### src/rtl/dly_fine_pkg.sv
// Shared types and default constants for the fine delay lock controller.
package dly_fine_pkg;

  localparam int unsigned DLY_N_CELL     = 16;
  localparam int unsigned DLY_SETTLE_CYC = 4;
  localparam int unsigned DLY_LOCK_CNT   = 4;

  typedef enum logic [2:0] {
    ST_IDLE,
    ST_SETTLE,
    ST_SAMPLE,
    ST_UPDATE,
    ST_LOCKED,
    ST_ERR
  } dly_fine_state_t;

  // Two-of-three vote used by the filtered detector decision.
  function automatic logic maj3(input logic a, input logic b, input logic c);
    return (a & b) | (a & c) | (b & c);
  endfunction

endpackage

### src/rtl/dly_fine_therm.sv
// Combinational binary-to-thermometer encoder: sel[k] = 1 iff k < code.
module dly_fine_therm
  import dly_fine_pkg::*;
#(
  parameter int unsigned N_CELL = DLY_N_CELL,
  localparam int unsigned CW    = $clog2(N_CELL + 1)
) (
  input  logic [CW-1:0]     code,
  output logic [N_CELL-1:0] sel
);

  always_comb begin
    sel = '0;
    for (int unsigned k = 0; k < N_CELL; k++) begin
      sel[k] = (32'(code) > k);
    end
  end

endmodule

### src/rtl/dly_fine_ctrl.sv
// Closed-loop lock controller stepping a thermometer-coded fine delay chain.
// Optional DLY_FINE_CTRL_MAJORITY_EN: 3-sample majority vote on the detector.
module dly_fine_ctrl
  import dly_fine_pkg::*;
#(
  parameter int unsigned N_CELL     = DLY_N_CELL,
  parameter int unsigned SETTLE_CYC = DLY_SETTLE_CYC,
  parameter int unsigned LOCK_CNT   = DLY_LOCK_CNT,
  localparam int unsigned CW        = $clog2(N_CELL + 1)
) (
  input  logic              i_clk,
  input  logic              i_rst,
  input  logic              i_start,
  input  logic              i_pd_up,
  output logic [N_CELL-1:0] o_sel,
  output logic [CW-1:0]     o_code,
  output logic              o_busy,
  output logic              o_locked,
  output logic              o_err
);

  localparam int unsigned SW = $clog2(SETTLE_CYC + 1);
  localparam int unsigned TW = $clog2(LOCK_CNT + 1);

  dly_fine_state_t   state_q, state_n;
  logic [CW-1:0]     code_q, code_n;
  logic [SW-1:0]     settle_q, settle_n;
  logic [TW-1:0]     tog_q, tog_n, tog_new;
  logic              dir_q, dir_n;
  logic              pdir_q, pdir_n;
  logic              pval_q, pval_n;
  logic [N_CELL-1:0] sel_q, sel_n;
  logic              busy_q, locked_q, err_q;
  logic              busy_n, locked_n, err_n;
`ifdef DLY_FINE_CTRL_MAJORITY_EN
  logic [1:0]        sidx_q, sidx_n;
  logic [1:0]        samp_q, samp_n;
`endif

  // Next-state and datapath update.
  always_comb begin
    state_n = state_q;
    code_n  = code_q;
    settle_n = settle_q;
    tog_n   = tog_q;
    tog_new = '0;
    dir_n   = dir_q;
    pdir_n  = pdir_q;
    pval_n  = pval_q;
`ifdef DLY_FINE_CTRL_MAJORITY_EN
    sidx_n  = sidx_q;
    samp_n  = samp_q;
`endif

    case (state_q)
      ST_IDLE, ST_LOCKED, ST_ERR: begin
        if (i_start) begin
          code_n   = CW'(N_CELL / 2);
          tog_n    = '0;
          pval_n   = 1'b0;
          settle_n = '0;
          state_n  = ST_SETTLE;
        end
      end
      ST_SETTLE: begin
        if (settle_q == SW'(SETTLE_CYC - 1)) begin
          settle_n = '0;
          state_n  = ST_SAMPLE;
        end else begin
          settle_n = settle_q + SW'(1);
        end
      end
      ST_SAMPLE: begin
`ifdef DLY_FINE_CTRL_MAJORITY_EN
        if (sidx_q == 2'd2) begin
          dir_n   = maj3(samp_q[1], samp_q[0], i_pd_up);
          sidx_n  = '0;
          state_n = ST_UPDATE;
        end else begin
          samp_n = {samp_q[0], i_pd_up};
          sidx_n = sidx_q + 2'd1;
        end
`else
        dir_n   = i_pd_up;
        state_n = ST_UPDATE;
`endif
      end
      ST_UPDATE: begin
        if ((dir_q && (code_q == CW'(N_CELL))) || (!dir_q && (code_q == '0))) begin
          state_n = ST_ERR;
        end else begin
          code_n  = dir_q ? (code_q + CW'(1)) : (code_q - CW'(1));
          tog_new = (pval_q && (dir_q != pdir_q)) ? (tog_q + TW'(1)) : '0;
          tog_n   = tog_new;
          pdir_n  = dir_q;
          pval_n  = 1'b1;
          state_n = (tog_new == TW'(LOCK_CNT)) ? ST_LOCKED : ST_SETTLE;
        end
      end
      default: state_n = ST_IDLE;
    endcase

    busy_n   = (state_n == ST_SETTLE) || (state_n == ST_SAMPLE) || (state_n == ST_UPDATE);
    locked_n = (state_n == ST_LOCKED);
    err_n    = (state_n == ST_ERR);
  end

  dly_fine_therm #(.N_CELL(N_CELL)) u_therm (
    .code (code_n),
    .sel  (sel_n)
  );

  // State and registered outputs; status flags track the next state.
  always_ff @(posedge i_clk) begin
    if (i_rst) begin
      state_q  <= ST_IDLE;
      code_q   <= '0;
      settle_q <= '0;
      tog_q    <= '0;
      dir_q    <= 1'b0;
      pdir_q   <= 1'b0;
      pval_q   <= 1'b0;
      sel_q    <= '0;
      busy_q   <= 1'b0;
      locked_q <= 1'b0;
      err_q    <= 1'b0;
`ifdef DLY_FINE_CTRL_MAJORITY_EN
      sidx_q   <= '0;
      samp_q   <= '0;
`endif
    end else begin
      state_q  <= state_n;
      code_q   <= code_n;
      settle_q <= settle_n;
      tog_q    <= tog_n;
      dir_q    <= dir_n;
      pdir_q   <= pdir_n;
      pval_q   <= pval_n;
      sel_q    <= sel_n;
      busy_q   <= busy_n;
      locked_q <= locked_n;
      err_q    <= err_n;
`ifdef DLY_FINE_CTRL_MAJORITY_EN
      sidx_q   <= sidx_n;
      samp_q   <= samp_n;
`endif
    end
  end

  assign o_sel    = sel_q;
  assign o_code   = code_q;
  assign o_busy   = busy_q;
  assign o_locked = locked_q;
  assign o_err    = err_q;

endmodule

### config.mk
export PLATFORM = sky130hd
export DESIGN_NAME = dly_fine_ctrl
export DESIGN_NICKNAME = d
export VERILOG_FILES = /design/src/rtl/dly_fine_pkg.sv /design/src/rtl/dly_fine_therm.sv /design/src/rtl/dly_fine_ctrl.sv
export SDC_FILE = /design/constraint.sdc
export NUM_CORES = 1
export LEC_CHECK = 0
export CAP_MARGIN = 20
export CORE_MARGIN = 4
export CORE_UTILIZATION = 49
export DETAILED_ROUTE_END_ITERATION = 8
export GPL_TIMING_DRIVEN = 0
export PLACE_DENSITY = 0.74
export SKIP_CTS_REPAIR_TIMING = 1
export SYNTH_ARGS = -nofsm -noshare
export SYNTH_HDL_FRONTEND = slang
export SYNTH_HIERARCHICAL = 1
export SYNTH_SLANG_ARGS = --single-unit
### constraint.sdc
create_clock -name i_clk -period 2.4 [get_ports i_clk]
set_input_delay 0.24 -clock i_clk [delete_from_list [all_inputs] [get_ports i_clk]]
set_output_delay 0.24 -clock i_clk [all_outputs]
set_load 0.02 [all_outputs]
# --- Word-level counts from Yosys, hierarchy flattened ---
# Cells that the tools add are included.
op_classes:
  add_sub_neg: 4
  order_cmp: 16
  n_eq_ne: 16
  mux: 18
  bitwise: 1
  reduce_logical: 15
op_table:
  columns: ["cell", "count"]
  rows:
  - ["$gt 5x4->1 const B", 8]
  - ["$mux 3", 8]
  - ["$gt 5x3->1 const B", 4]
  - ["$eq 3x2->1 const B", 5]
  - ["$eq 3x3->1 const B", 5]
  - ["$mux 5", 3]
  - ["$pmux 3 s2", 2]
  - ["$pmux 3 s4", 1]
  - ["$gt 5x1->1 const B", 2]
  - ["$gt 5x2->1 const B", 2]
  - ["$pmux 5 s2", 1]
  - ["$add 3x1->3 const B", 2]
  - ["$eq 3x1->1 const B", 2]
  - ["$add 5x1->5 const B", 1]
  - ["$eq 5x5->1 const B", 1]
  - ["$logic_not 5->1", 1]
  - ["$sub 5x1->5 const B", 1]
  - ["$ne 2x2->1 const B", 2]
  - ["$reduce_and 2->1", 2]
  - ["$reduce_bool 2->1", 2]
  - ["$logic_and 1x1->1", 3]
  - ["$logic_not 3->1", 1]
  - ["$logic_or 1x1->1", 3]
  - ["$reduce_and 3->1", 1]
  - ["other kinds (6)", 7]
word_totals:
  ff_bits: 36
  inputBits: 4

# --- Logic depth before layout (Yosys ltp) ---
# Gate-level depths: netlist of run 1.
logic_depth:
  depth_word: 10
  mapped_depth: 11
  depth_no_buf: 9

# --- Modules after synthesis ---
# Netlist of run 1, hierarchy kept.
modules_own_cells:
  columns: ["mod", "instances", "cells_per_inst", "area_each_um2", "seq_area_each_um2"]
  rows:
  - ["dly_fine_ctrl", 1, 163, 1535.2, 720.7]
  - ["dly_fine_therm", 1, 27, 142.6, 0.0]

# --- Worst setup path before layout of run 1 ---
# No wires, ideal clock.
synth_path:
  path_type: "register to register"
  start: "register code_q[1], in the netlist o_code[1]"
  end: "register sel_q[1], in the netlist o_sel[1]"
  setup_ns: 0.128
  arrival_time_ns: 2.143
  required_time_ns: 2.272
  path_slack_ns: 0.129
  stages_incl_launch_ff: 8
  path_buffers: 1
  period_less_slack_ns: 2.271
  path_cell_list: "dfxtp_1 > or4_1 > buf_2 > o21ai_1 > o21ai_0 > nor3_2 > nand2b_1 > nor2b_1"
synth_between:
  elab_chain_cells: 6
  elab_cells_between_ends: 12
  classes_between: "add/sub: 2; order compare: 1; eq/ne: 1; mux: 4; reduce/logical: 4"
synth_lines:
  columns: ["item", "line_no", "rtl"]
  rows:
  - ["start, declared", "dly_fine_ctrl.sv:26", "logic [CW-1:0] code_q, code_n;"]
  - ["start signal, assigned", "dly_fine_ctrl.sv:133", "code_q <= code_n;"]
  - ["parallel branches: the longest is 3 deep, another holds $sub 5x1->5", null, null]
  - ["$mux 5 *", "dly_fine_ctrl.sv:89", "if ((dir_q && (code_q == CW'(N_CELL))) || (!dir_q && (code_q == '0))) begin"]
  - ["$pmux 5 s2 *", "dly_fine_ctrl.sv:55", "case (state_q)"]
  - ["via code_n[3]", "dly_fine_ctrl.sv:26", null]
  - ["$gt 5x1->1 *", "dly_fine_therm.sv:15", "sel[k] = (32'(code) > k);"]
  - ["via sel_n[1]", "dly_fine_ctrl.sv:32", "logic [N_CELL-1:0] sel_q, sel_n;"]
  - ["end signal, assigned", "dly_fine_ctrl.sv:139", "sel_q <= sel_n;"]
  - ["end, declared", "dly_fine_ctrl.sv:32", null]
# Mark *: on every way through the listed nets, which the timed path passes.
# A chain may end at the register's enable or synchronous reset.

# --- Worst setup path in the final report of run 1 ---
# Same ends and word-level chain as after synthesis.

==> summary.txt, run 1 <==
Yosys
  – Most frequent cell after synthesis: dfxtp_1
  – Post-synth EDFFs: 0
  – Synth Cell Area: 1680 um^2
  – Netlist cell types: 46
  – Post-synth top cells: dfxtp_1 (36), nor2b_1 (22), nand2_1 (18), a21oi_1 (15), nor2_1 (12)
  – Async S/R FF share, synth: 0
  – Syn Nets: 200
  – Synth Instances: 190
  – Share of the synthesized area in the top cell type: 0.430
  – Yosys top cell by area: dfxtp_1
  – Synth warn: 6
  – Seq cells post-synth: 36
  – Register area share after synthesis: 0.430
  – Synth Area per Inst: slightly below 9 um^2
  – Synth Flop Type: dfxtp_1
  – Largest cells by area after synthesis: dfxtp_1 (43%), nor2b_1 (8.2%), a21oi_1 (4.5%), nand2_1 (4.0%), ha_1 (3.7%)

Timing
  – Final Cycle Share: 0.960
  – Final Max Slew Viols: 0
  – Hold_ws: just under 0.5 ns
  – Fin crit period: around 2.3 ns
  – Final hold vios: 0
  – Relative slew slack: 0.654
  – Worst slew pin tran: roughly 0.52 ns
  – Max Clock Skew: 0.00422 ns
  – Fmax: 434 MHz
  – Setup violators final: 0

Finish
  – # nets final: around 240
  – Syn-to-layout area delta: 28.6%
  – Design area: 2160 um^2
  – Layout cell share with drive strength beyond 1: 0.123
  – Antenna Cells: 0
  – Fill cells: roughly 280

Die
  – Die Y: 66.5 um
  – Core area: between 3000 and 4000 um^2
  – I/O pins: 28
  – Chip width: between 60 and 70 um
  – Die footprint: about 4400 um^2
  – Row cnt: 20
  – Starting density of the core: 0.532

Clock tree
  – Num CTS Buffers: 5
  – TritonCTS clock tree: yes
  – Clock edge transition at the registers on the reported setup and hold paths: roughly 0.10 ns
  – Clk sinks: 36
  – CTS root buffer: clkbuf_4
  – Clock tree buffer depth: 2
  – Worst skew pair latency: approximately 0.34 ns
  – Max H-tree Level: 2

Setup path
  – Worst setup EP type: register
  – Worst flop-to-flop path startpoint: o_code[1]
  – R2r endpoint: o_sel[1]
  – CP max FO: 9
  – Nature of the critical path startpoint: register
  – FF-to-FF path depth: 7
  – Crit path DAT: between 2 and 3 ns
  – Slowest CP cell: or4_1
  – Crit path launch: o_code[1]
  – Required @ worst endpoint: between 2 and 3 ns
  – Kind of critical path: register to register
  – Reg2Reg Setup Slack: around 0.096 ns
  – Crit-path max cell delay: 0.53 ns
  – Worst path cell trace: or4_1 > buf_4 > o21a_1 > a22o_1 > nor3_4 > nand2b_1 > nor2b_1

Global route
  – Layer with the highest usage: met2
  – Vias in the first global route: 1328
  – GRT Util Overall: 0.174
  – M3 GR Usage: 0.0540
  – First-pass GRT wire length: between 5000 and 6000 um
  – Global route total overflow: 0
  – Largest net degree at the start of global routing: 12
  – Initial antenna violation count: 0
  – Met2 usage: 0.265
  – Met1 Track Usage GR: 0.229

Worst hold path
  – Hold path depth: 2
  – Hold Crit Endpoint: tog_q[1]
  – HP Class: register to register
  – Hold Startpoint: tog_q[1]

Detailed routing
  – DR WL/cell: between 10 and 15 um
  – Total number of vias: between 1000 and 1500
  – Post-route ant nets: 0
  – Drt via density: approximately 5.2
  – DRC viols: 0
  – Pre-antenna DRT Iters: 4
  – Iter 0 DRT Violations: between 60 and 70
  – DRT Wirelength: ~3500 um

Pwr
  – VDD IR-drop max: roughly 0.31 mV
  – Net Switching: just under 300 uW
  – PwrDens: between 500 and 600 nW/um^2
  – Clk pwr share: 0.302
  – Lkg Pwr: 0.000853 uW
  – Seq pwr share: 0.556
  – Internal power: about 830 uW
  – Comb pwr share: 0.142
  – Sw Share: 0.260

Flow run
  – Number of max-cap violations: 0

Place
  – Area after DPL: 2000 um^2
  – Count of input and output buffers: 27
  – Placer congestion estimate: 0.847
  – DP Wirelength: 2550 um

Run status
  – Run status: finished clean
cell families after synthesis:
logic type / count (synthesis) / share of synthesized area
AND/OR/NAND/NOR: 82 / 0.268
buffers and inverters: 17 / 0.0403
flip-flops: 36 / 0.430
XOR/XNOR: 5 / 0.0261
adder cells (fa/ha/maj): 6 / 0.0492
multiplexers: 1 / 0.00597
AO/OA/AOI/OAI: 43 / 0.181
layer usage:
metal | wire length (um) | vias to the layer above
met2 | 1570 | 28
met4 | 76 | 0
met5 | 0 | -
met1 | 1700 | 651
met3 | 177 | 9
li1 | - | 725
stage by stage:
stage / power (uW) / std cells / util / worst slack, ns / TNS (ns)
finish: 1120 / 272 / 0.684 / 0.0959 / 0
global route: 1180 / 272 / 0.684 / -0.0187 / -0.0187
CTS: 1120 / 269 / 0.655 / -0.167 / -1.24
detailed placement: 792 / 261 / 0.635 / -0.143 / -0.955
global placement: 788 / 261 / 0.635 / -0.0868 / -0.510
floorplan: 734 / 190 / - / 0.129 / 0
layout make-up:
cell class / instances / area (um^2) / area share
inverter: 7 / 26.3 / 0.0122
tap: 44 / 55.1 / 0.0255
clock inverter: 1 / 7.51 / 0.00348
buffer: 10 / 48.8 / 0.0226
multi-input combinational: 137 / 943 / 0.437
sequential: 36 / 728 / 0.338
timing repair buffer: 30 / 293 / 0.136
clock buffer: 7 / 55.1 / 0.0255
cell usage in the layout (no fill, tap or decap), types with 3 or more instances in the layout:
master and count:
nand3_1 4, o21ai_0 3, nand2b_1 7, a21oi_1 14, xor2_1 5, ha_1 3
inv_1 6, nor2_1 12, dfxtp_1 34, clkdlybuf4s50_1 27, clkbuf_1 8, nor2b_1 22
clkbuf_4 5, o21bai_1 3, nand2_1 18, and2_1 3, buf_4 6
power groups by stage:
stage	Sequential [uW]	Clock (uW)	Combinational (uW)
global placement	640	0	149
CTS	627	347	152
detailed placement	640	0	151
global route	628	380	174
floorplan	661	0	72.6
finish	625	339	160
worst max-delay path by stage:
stage                end  slack (ns)  cells after the start
6_report        o_sel[1]         0.1                      7
5_1_grt         o_sel[1]       -0.02                      7
4_1_cts        o_sel[12]       -0.17                     10
3_5_place_dp   o_sel[12]       -0.14                     10
3_3_place_gp    o_sel[2]       -0.09                      7
2_1_floorplan   o_sel[1]        0.13                      7
critical path: cells and delay by family, from the launching register on:
kind | cells | cell delay, ns
AO/OA/AOI/OAI | 2 | 0.61
buffers and inverters | 1 | 0.18
flip-flops | 1 | 0.37
AND/OR/NAND/NOR | 4 | 1.02
sequential cells by signal, indices dropped and copies added, names as in the netlist:
register,cells
o_locked,1
pdir_q,1
o_err,1
state_q,3
tog_q,3
dir_q,1
o_sel,16
o_busy,1
pval_q,1
o_code,5
settle_q,3
Power figures use the tool's default switching activity.
==> run 2, diff against run 1 <==
Settings changed: GPL_ROUTABILITY_DRIVEN set to 0.
==> results of run 2 <==
Same layout as run 1: the final DEF is identical, and so are final timing and power.
==> run 3, diff against run 2 <==
Settings changed: CORE_UTILIZATION 49 to 29, PLACE_DENSITY 0.74 to unset.
==> run 3 against run 2 <==
Die area grew 60%. Critical path depth rose by 2. Register-to-register slack improved by 0.04 ns. Setup slack gained 0.043 ns. Combinational power about the same. Highest routed layer unchanged. Hold slack got worse by 0.0037 ns. Design area grew 5.2%. Largest cell class unchanged. First-iteration DRC count grew 61%. Via count grew 0.35%. Non-clock buffer count up 1.
==> summary.txt, run 3 (synthesized netlist as in run 1, its figures left out) <==
Timing
  – Unrepaired setup endpoints after global routing: false
  – Worst slew pin tran: 0.490 ns
  – Final Max Slew Viols: 0
  – Setup TNS: 0 ns
  – Max Clock Skew: around 0.0035 ns
  – Relative slew slack: 0.673
  – Final Cycle Share: 0.942
  – Final hold vios: 0
  – Setup violators final: 0
  – Fmax: about 440 MHz
  – Fin crit period: approximately 2.3 ns
  – Final WS setup: ~0.14 ns

Clock tree
  – Num CTS Buffers: 5
  – Worst skew pair latency: 0.29 ns
  – TritonCTS clock tree: yes
  – Clock edge transition at the registers on the reported setup and hold paths: ~0.07 ns
  – Max H-tree Level: 2
  – Clock tree buffer depth: 2
  – CTS root buffer: clkbuf_8
  – Clk sinks: 36

Detailed routing
  – Drt via density: around 4.7
  – DRC viols: 0
  – Total number of vias: ~1400
  – DR WL/cell: around 12 um
  – Post-route ant nets: 0
  – Pre-antenna DRT Iters: 4
  – Iter 0 DRT Violations: 100
  – DRT Wirelength: roughly 3600 um

Pwr
  – VDD IR-drop max: 0.222 mV
  – PwrDens: between 500 and 600 nW/um^2
  – Lkg Pwr: approximately 0.0009 uW
  – Pwr Total: about 1300 uW

Finish
  – Max FFs per register: 16
  – Most frequent cells in the layout: dfxtp_1 (34), clkdlybuf4s50_1 (27), nor2b_1 (22)
  – Design area: approximately 2300 um^2
  – Antenna Cells: 0
  – Commonest non-fill, non-tap cell in the layout: dfxtp_1
  – # nets final: 238
  – Layout cell share with drive strength beyond 1: 0.135
  – Syn-to-layout area delta: 35.3%
  – Fill cells: between 500 and 600

Die
  – Die footprint: slightly above 7000 um^2
  – Starting density of the core: 0.301
  – I/O pins: 28
  – Die Y: roughly 84 um
  – Chip width: 84.1 um
  – Row cnt: 27
  – Core area: between 5000 and 6000 um^2

Global route
  – Layer with the highest usage: met2
  – First-pass GRT wire length: between 6000 and 7000 um
  – Global route total overflow: 0
  – M3 GR Usage: 0.0276
  – GRT Util Overall: 0.110
  – Vias in the first global route: 1369
  – Initial antenna violation count: 0
  – Met1 Track Usage GR: 0.143
  – Largest net degree at the start of global routing: 13
  – Met2 usage: 0.169

Setup path
  – Required @ worst endpoint: 2.57 ns
  – Nature of the critical path startpoint: register
  – Kind of critical path: register to register
  – Worst setup EP type: register
  – CP max FO: 9
  – Crit path DAT: 2.43 ns

Flow run
  – Number of max-cap violations: 0

Place
  – Count of input and output buffers: 27
  – DP Wirelength: between 2000 and 3000 um
  – Pre-CTS setup slack: -0.189 ns
  – Area after DPL: 2040 um^2

Worst hold path
  – HP Class: register to register

Run status
  – Run status: finished clean
[run 3: cell types whose count changed in the layout (fill, tap and decap cells not counted), moves of 2 or more]
cell,before,now
buf_4,6,4
clkbuf_4,5,0
clkbuf_8,1,5
buf_6,0,3
[run 3: layout make-up]
type / count / area, um^2 / area share
buffer: 10 / 60.1 / 0.0265
clock buffer: 5 / 68.8 / 0.0303
clock inverter: 3 / 42.5 / 0.0187
inverter: 7 / 30.0 / 0.0132
multi-input combinational: 137 / 952 / 0.420
sequential: 36 / 726 / 0.320
tap: 72 / 90.1 / 0.0397
timing repair buffer: 31 / 300 / 0.132
[run 3: path summary, 6_finish.rpt]
path                  start  endpoint  slack (ns)  cells past startpoint
setup / recovery  o_code[1]  o_sel[1]        0.14                      9
hold / removal       pdir_q    pdir_q        0.48                      2
setup reg to reg  o_code[1]  o_sel[1]        0.14                      9
hold reg to reg      pdir_q    pdir_q        0.48                      2
[run 3: power by group]
group	internal, uW	leakage [uW]	switching, uW
combinational	75.8	0.000534	87.7
clock	307	0.0000541	222
sequential	616	0.000295	10.2
total	999	0.000883	320
[run 3: through the flow]
| stage | hold slack [ns] | util | cells |
|---|---|---|---|
| 5_1_grt | 0.500 | 0.407 | 301 |
| 4_1_cts | 0.490 | 0.386 | 297 |
| 2_1_floorplan | 0.309 | - | 190 |
| 6_report | 0.482 | 0.407 | 301 |
| 3_3_place_gp | 0.457 | 0.366 | 289 |
| 3_5_place_dp | 0.479 | 0.366 | 289 |
[run 3: critical path: stages (launching register included)]
cell and delay, ns:
dfxtp_4 0.36, or4_1 0.54, buf_6 0.15, a311o_1 0.35, o2111ai_2 0.10, nand2_1 0.09, buf_6 0.15, nor3_4 0.20
nand2b_1 0.07, nor2b_1 0.12
[run 3: per-layer routing]
| metal | vias to the layer above | wire length (um) | part of all wire |
|---|---|---|---|
| met5 | - | 0 | 0 |
| met1 | 651 | 1750 | 0.48 |
| met3 | 6 | 165 | 0.045 |
| met4 | 0 | 72 | 0.020 |
| met2 | 33 | 1650 | 0.45 |
| li1 | 728 | - | - |
